## src/rtl/inst_encoder.sv

```systemverilog
// Two-stage RV32I instruction encoder: stage 1 registers and range-checks a decoded request,
// stage 2 packs the 32-bit word and holds it under backpressure.
module inst_encoder #(
    parameter int unsigned ERR_CNT_W = 8
) (
    input  logic                 clk,
    input  logic                 reset,
    input  logic                 in_valid,
    output logic                 in_ready,
    input  logic [2:0]           in_fmt,
    input  logic [6:0]           in_opcode,
    input  logic [4:0]           in_rd,
    input  logic [4:0]           in_rs1,
    input  logic [4:0]           in_rs2,
    input  logic [2:0]           in_funct3,
    input  logic [6:0]           in_funct7,
    input  logic [31:0]          in_imm,
    output logic                 out_valid,
    input  logic                 out_ready,
    output logic [31:0]          out_inst,
    output logic                 out_err,
    output logic [ERR_CNT_W-1:0] err_count
);

    localparam logic [2:0] FmtR = 3'd0;
    localparam logic [2:0] FmtI = 3'd1;
    localparam logic [2:0] FmtS = 3'd2;
    localparam logic [2:0] FmtB = 3'd3;
    localparam logic [2:0] FmtU = 3'd4;
    localparam logic [2:0] FmtJ = 3'd5;
    localparam logic [31:0] Nop = 32'h0000_0013;

    logic                 s1_valid_q;
    logic [2:0]           s1_fmt_q;
    logic [6:0]           s1_op_q;
    logic [4:0]           s1_rd_q;
    logic [4:0]           s1_rs1_q;
    logic [4:0]           s1_rs2_q;
    logic [2:0]           s1_f3_q;
    logic [6:0]           s1_f7_q;
    logic [31:0]          s1_imm_q;
    logic                 s1_err_q;
    logic                 out_valid_q;
    logic [31:0]          out_inst_q;
    logic                 out_err_q;
    logic [ERR_CNT_W-1:0] err_count_q;

    logic                 s1_adv;
    logic                 in_err;
    logic [31:0]          pack_d;
    logic signed [31:0]   imm_s;

    assign imm_s    = in_imm;
    assign s1_adv   = !out_valid_q || out_ready;
    assign in_ready = !reset && (!s1_valid_q || s1_adv);

    assign out_valid = out_valid_q;
    assign out_inst  = out_inst_q;
    assign out_err   = out_err_q;
    assign err_count = err_count_q;

    always_comb begin
        in_err = 1'b0;
        case (in_fmt)
            FmtR:       in_err = 1'b0;
            FmtI, FmtS: in_err = (imm_s < -32'sd2048) || (imm_s > 32'sd2047);
            FmtB:       in_err = (imm_s < -32'sd4096) || (imm_s > 32'sd4094) || in_imm[0];
            FmtU:       in_err = |in_imm[11:0];
            FmtJ:       in_err = (imm_s < -32'sd1048576) || (imm_s > 32'sd1048574) || in_imm[0];
            default:    in_err = 1'b1;
        endcase
    end

    always_comb begin
        pack_d = Nop;
        if (!s1_err_q) begin
            case (s1_fmt_q)
                FmtR: pack_d = {s1_f7_q, s1_rs2_q, s1_rs1_q, s1_f3_q, s1_rd_q, s1_op_q};
                FmtI: pack_d = {s1_imm_q[11:0], s1_rs1_q, s1_f3_q, s1_rd_q, s1_op_q};
                FmtS: pack_d = {s1_imm_q[11:5], s1_rs2_q, s1_rs1_q, s1_f3_q, s1_imm_q[4:0],
                                s1_op_q};
                FmtB: pack_d = {s1_imm_q[12], s1_imm_q[10:5], s1_rs2_q, s1_rs1_q, s1_f3_q,
                                s1_imm_q[4:1], s1_imm_q[11], s1_op_q};
                FmtU: pack_d = {s1_imm_q[31:12], s1_rd_q, s1_op_q};
                FmtJ: pack_d = {s1_imm_q[20], s1_imm_q[10:1], s1_imm_q[11], s1_imm_q[19:12],
                                s1_rd_q, s1_op_q};
                default: pack_d = Nop;
            endcase
        end
    end

    always_ff @(posedge clk) begin
        if (reset) begin
            s1_valid_q  <= 1'b0;
            s1_fmt_q    <= '0;
            s1_op_q     <= '0;
            s1_rd_q     <= '0;
            s1_rs1_q    <= '0;
            s1_rs2_q    <= '0;
            s1_f3_q     <= '0;
            s1_f7_q     <= '0;
            s1_imm_q    <= '0;
            s1_err_q    <= 1'b0;
            out_valid_q <= 1'b0;
            out_inst_q  <= '0;
            out_err_q   <= 1'b0;
            err_count_q <= '0;
        end else begin
            // in_ready implies stage 1 is empty or draining, so it simply takes in_valid
            if (in_ready) begin
                s1_valid_q <= in_valid;
                if (in_valid) begin
                    s1_fmt_q <= in_fmt;
                    s1_op_q  <= in_opcode;
                    s1_rd_q  <= in_rd;
                    s1_rs1_q <= in_rs1;
                    s1_rs2_q <= in_rs2;
                    s1_f3_q  <= in_funct3;
                    s1_f7_q  <= in_funct7;
                    s1_imm_q <= in_imm;
                    s1_err_q <= in_err;
                end
            end
            if (s1_adv) begin
                out_valid_q <= s1_valid_q;
                if (s1_valid_q) begin
                    out_inst_q <= pack_d;
                    out_err_q  <= s1_err_q;
                end
            end
            if (out_valid_q && out_ready && out_err_q && (err_count_q != '1)) begin
                err_count_q <= err_count_q + ERR_CNT_W'(1);
            end
        end
    end

endmodule
```

## config.mk

```make
export PLATFORM = sky130hd
export DESIGN_NAME = inst_encoder
export DESIGN_NICKNAME = d
export VERILOG_FILES = /design/src/rtl/inst_encoder.sv
export SDC_FILE = /design/constraint.sdc
export NUM_CORES = 1
export LEC_CHECK = 0
export BUFFER_PORTS_ARGS = -buffer_cell sky130_fd_sc_hd__buf_2
export CELL_PAD_IN_SITES_DETAIL_PLACEMENT = 1
export CELL_PAD_IN_SITES_GLOBAL_PLACEMENT = 2
export CORE_MARGIN = 1.5
export CORE_UTILIZATION = 30
export DETAILED_ROUTE_END_ITERATION = 12
export HOLD_SLACK_MARGIN = 0.08
export PLACE_DENSITY_LB_ADDON = 0.1
export SLEW_MARGIN = 20
export SYNTH_ARGS = -nofsm -noshare
export SYNTH_HDL_FRONTEND = slang
export SYNTH_SLANG_ARGS = --single-unit
```

## constraint.sdc

```tcl
create_clock -name clk -period 1.68 [get_ports clk]
set_clock_uncertainty 0.1 [all_clocks]
set_input_delay 0.336 -clock clk [delete_from_list [all_inputs] [get_ports clk]]
set_output_delay 0.336 -clock clk [all_outputs]
set_load 0.01 [all_outputs]
```

==> flow_metrics.tcl <==
set metrics [dict create \
    finalSetupViolCount 0 \
    port_buffers 113 \
    critPathRequiredTime_ns 1.24 \
    met3_usage_pct 2.54 \
    vias 4555 \
    ir_worst_vdd_mv 0.521 \
    ant_nets 0 \
    cp-end-kind "output pin" \
    yosys_warnings 0 \
    critPathKind "reg -> out" \
    slew_violations 0 \
    critPathTopFamily "flip-flops" \
    viasPerCell 4.87 \
    synth_area_leaders "dfxtp_1 (47%), nand2_1 (11%), nand3_1 (5.8%), a22oi_1 (5.7%), nor2_1 (3.4%)" \
    crit_slowest_cell "dfxtp_4" \
    synth_edf_count 0 \
    rsz0062_at_grt "false" \
    setup_slack_ns 0.0437 \
    drc 0 \
    met1_usage_pct 26.0 \
    grt_max_degree 52 \
    synth_cell_types 42 \
    postSynthAreaPerCell_um2 8.17 \
    power.total_mw 5.85 \
    hold_class "in -> reg" \
    busiest_layer "met2" \
    rows 45 \
    synth_top_family_by_area "simple AND/OR/NAND/NOR gates" \
    grt_pass1_wl_um 23900 \
    root_buffer "clkbuf_16" \
    antenna_found_initial 0 \
    yosysTopAreaCell "dfxtp_1" \
    fp.dieW_um 128 \
    yosysMostFrequentCell "nand2_1" \
    core_um2 15300 \
    fill_cells 1876 \
    cts_buffers 9 \
    synth_area_um2 4710 \
    synthCells 577 \
    power_density_nw_per_um2 938 \
    clock_sink_count 111 \
    synth_xor_area_share_pct 1.49 \
    cts.clk_slew.worst_paths_ns 0.07 \
    synthMuxAreaShare_pct 3.85 \
    fmax_mhz 611 \
    finalNetCount 792 \
    grt_pass1_vias 4595 \
    hpwl_um 10800 \
    slowest_delay_ns 0.36 \
    ys_seq_area_share_pct 47.1 \
    cp_max_fo 4 \
    crit_arrival_ns 1.20 \
    die-area_um2 16500 \
    first_iter_violations 173 \
    crit_start "out_valid" \
    slew_headroom_pct 69.0 \
    wire_per_inst_um 15.8 \
    crit_chain "and3b_4 -> nor2_4 -> buf_4 -> buf_6" \
    r2r_slack_ns 0.11 \
    ctsHtreeMaxLevel 3 \
    ioPinCount 114 \
    grt_usage_pct 18.6 \
    hold_depth 3 \
    drive_above_1_share_pct 27.3 \
    die_y_um 128 \
    start_util_pct 30.9 \
    syn_nets 649 \
    worst-path-stages 4 \
    clk_latency_ns 0.35 \
    maxCapViolations 0 \
    r2r_start "err_count[1]" \
    cts_tree "built" \
    fin_tns_setup_ns 0 \
    regToRegEndpoint "err_count[7]" \
    placedCellCount 897 \
    worst_pin_slew_ns 0.461 \
    wl_um 14800 \
    yosys-top-cells-count "nand2_1 (141), dfxtp_1 (111), nand3_1 (55), nor2_1 (43), a22oi_1 (36)" \
    cp-endpoint "in_ready" \
    area_growth_pct 32.4 \
    synth-compound-area-share_pct 15.1 \
    synth_top_area_share_pct 47.1 \
    p_leak_nw 2.79 \
    r2r_cells 6 \
    synth-adder-area-share_pct 0.265 \
    synth-async-reset-ratio_pct 0 \
    synth-seq-cells 111 \
    hold_violations 0 \
    drt_first_pass_iters 4 \
    min_period_ns 1.64 \
    pre_cts_ws_ns -0.0845 \
    outcome "finished, final reports clean" \
    num_antenna_cells 0 \
    place_congestion 0.790 \
    path_buf_inv 2 \
    use_met2_pct 29.5 \
    startpoint_type "flop" \
    gr-total-overflow 0 \
    synth-simple-area-share_pct 25.3 \
    period_share_pct 97.4 \
    final_cells 936 \
    ys.flop_type "dfxtp_1" \
    clock_path_buffers 2 \
]
[area by class of cell]
cell class | count | area (um^2) | share of cell area (%)
clock inverter | 6 | 60.1 | 0.963
sequential | 111 | 2230 | 35.7
inverter | 21 | 78.8 | 1.26
multi-input combinational | 404 | 2220 | 35.6
timing repair buffer | 173 | 1150 | 18.4
clock buffer | 10 | 239 | 3.83
tap | 211 | 264 | 4.23
[metal layers]
layer	part of all wire (%)	vias up
li1	-	2263
met1	50	2182
met2	45	98
met3	3.8	12
met4	1.4	0
met5	0	-
[per-stage QoR]
step	cell area, um^2	hold WS (ns)	util, %
2_1_floorplan	4710	0.331	-
3_3_place_gp	5670	0.342	37.1
3_5_place_dp	5670	0.348	37.1
4_1_cts	6190	0.0821	40.6
5_1_grt	6240	0.0921	40.9
6_report	6240	0.0881	40.9
[report_power, final]
group	internal [mW]	switching [mW]	leakage (nW)	total, mW
combinational	0.356	0.440	1.73	0.796
sequential	2.78	0.0986	0.912	2.88
clock	1.19	0.987	0.144	2.18
[repair_timing]
action                                  CTS  global route
hold endpoints to repair                 20             0
setup buffers                             0             2
gates cloned                              0             1
endpoints found under the setup margin    3            25
pin swaps                                 0             3
hold buffers                             20             0
gates resized for setup                   4             8
[cells by family (layout without fill, tap and decap cells)]
logic type	count (synthesis)	count (layout)
fa+ha+maj	1	1
buf+inv	63	210
mux	17	17
compound gates	103	104
simple gates	274	274
flops	111	111
xor+xnor	8	8
[cell usage in the layout, fill, tap and decap left out, types with 19 or more instances in the layout]
cell type      synthesis  final
a22oi_1               36     36
buf_2                 10    112
buf_4                  0     34
dfxtp_1              111    108
dlygate4sd3_1          0     20
inv_1                 19     19
nand2_1              141    140
nand3_1               55     54
nor2_1                43     43
o21ai_0               25     25
[tightest hold or removal path, cell delays in order]
cell,delay (ns)
buf_2,0.08
nand2_1,0.04
o31ai_1,0.05
[state kept, by name, indices dropped and copies added, names as in the netlist]
signal,cells
s1_rd_q,5
out_valid,1
s1_fmt_q,3
out_inst,32
s1_imm_q,32
s1_f7_q,7
s1_rs2_q,5
s1_err_q,1
s1_rs1_q,5
s1_op_q,7
s1_f3_q,3
out_err,1
err_count,8
s1_valid_q,1
[worst min path at each step]
| stage | start | end | slack (ns) |
|---|---|---|---|
| after floorplan | s1_imm_q[25] | s1_imm_q[25] | 0.33 |
| final | in_opcode[0] | s1_op_q[0] | 0.09 |
| after CTS | in_funct3[1] | s1_f3_q[1] | 0.08 |
| after detailed placement | s1_op_q[2] | s1_op_q[2] | 0.35 |
| after global routing | in_rd[3] | s1_rd_q[3] | 0.09 |
| after global placement | s1_imm_q[25] | s1_imm_q[25] | 0.34 |
Power figures use the tool's default switching activity.
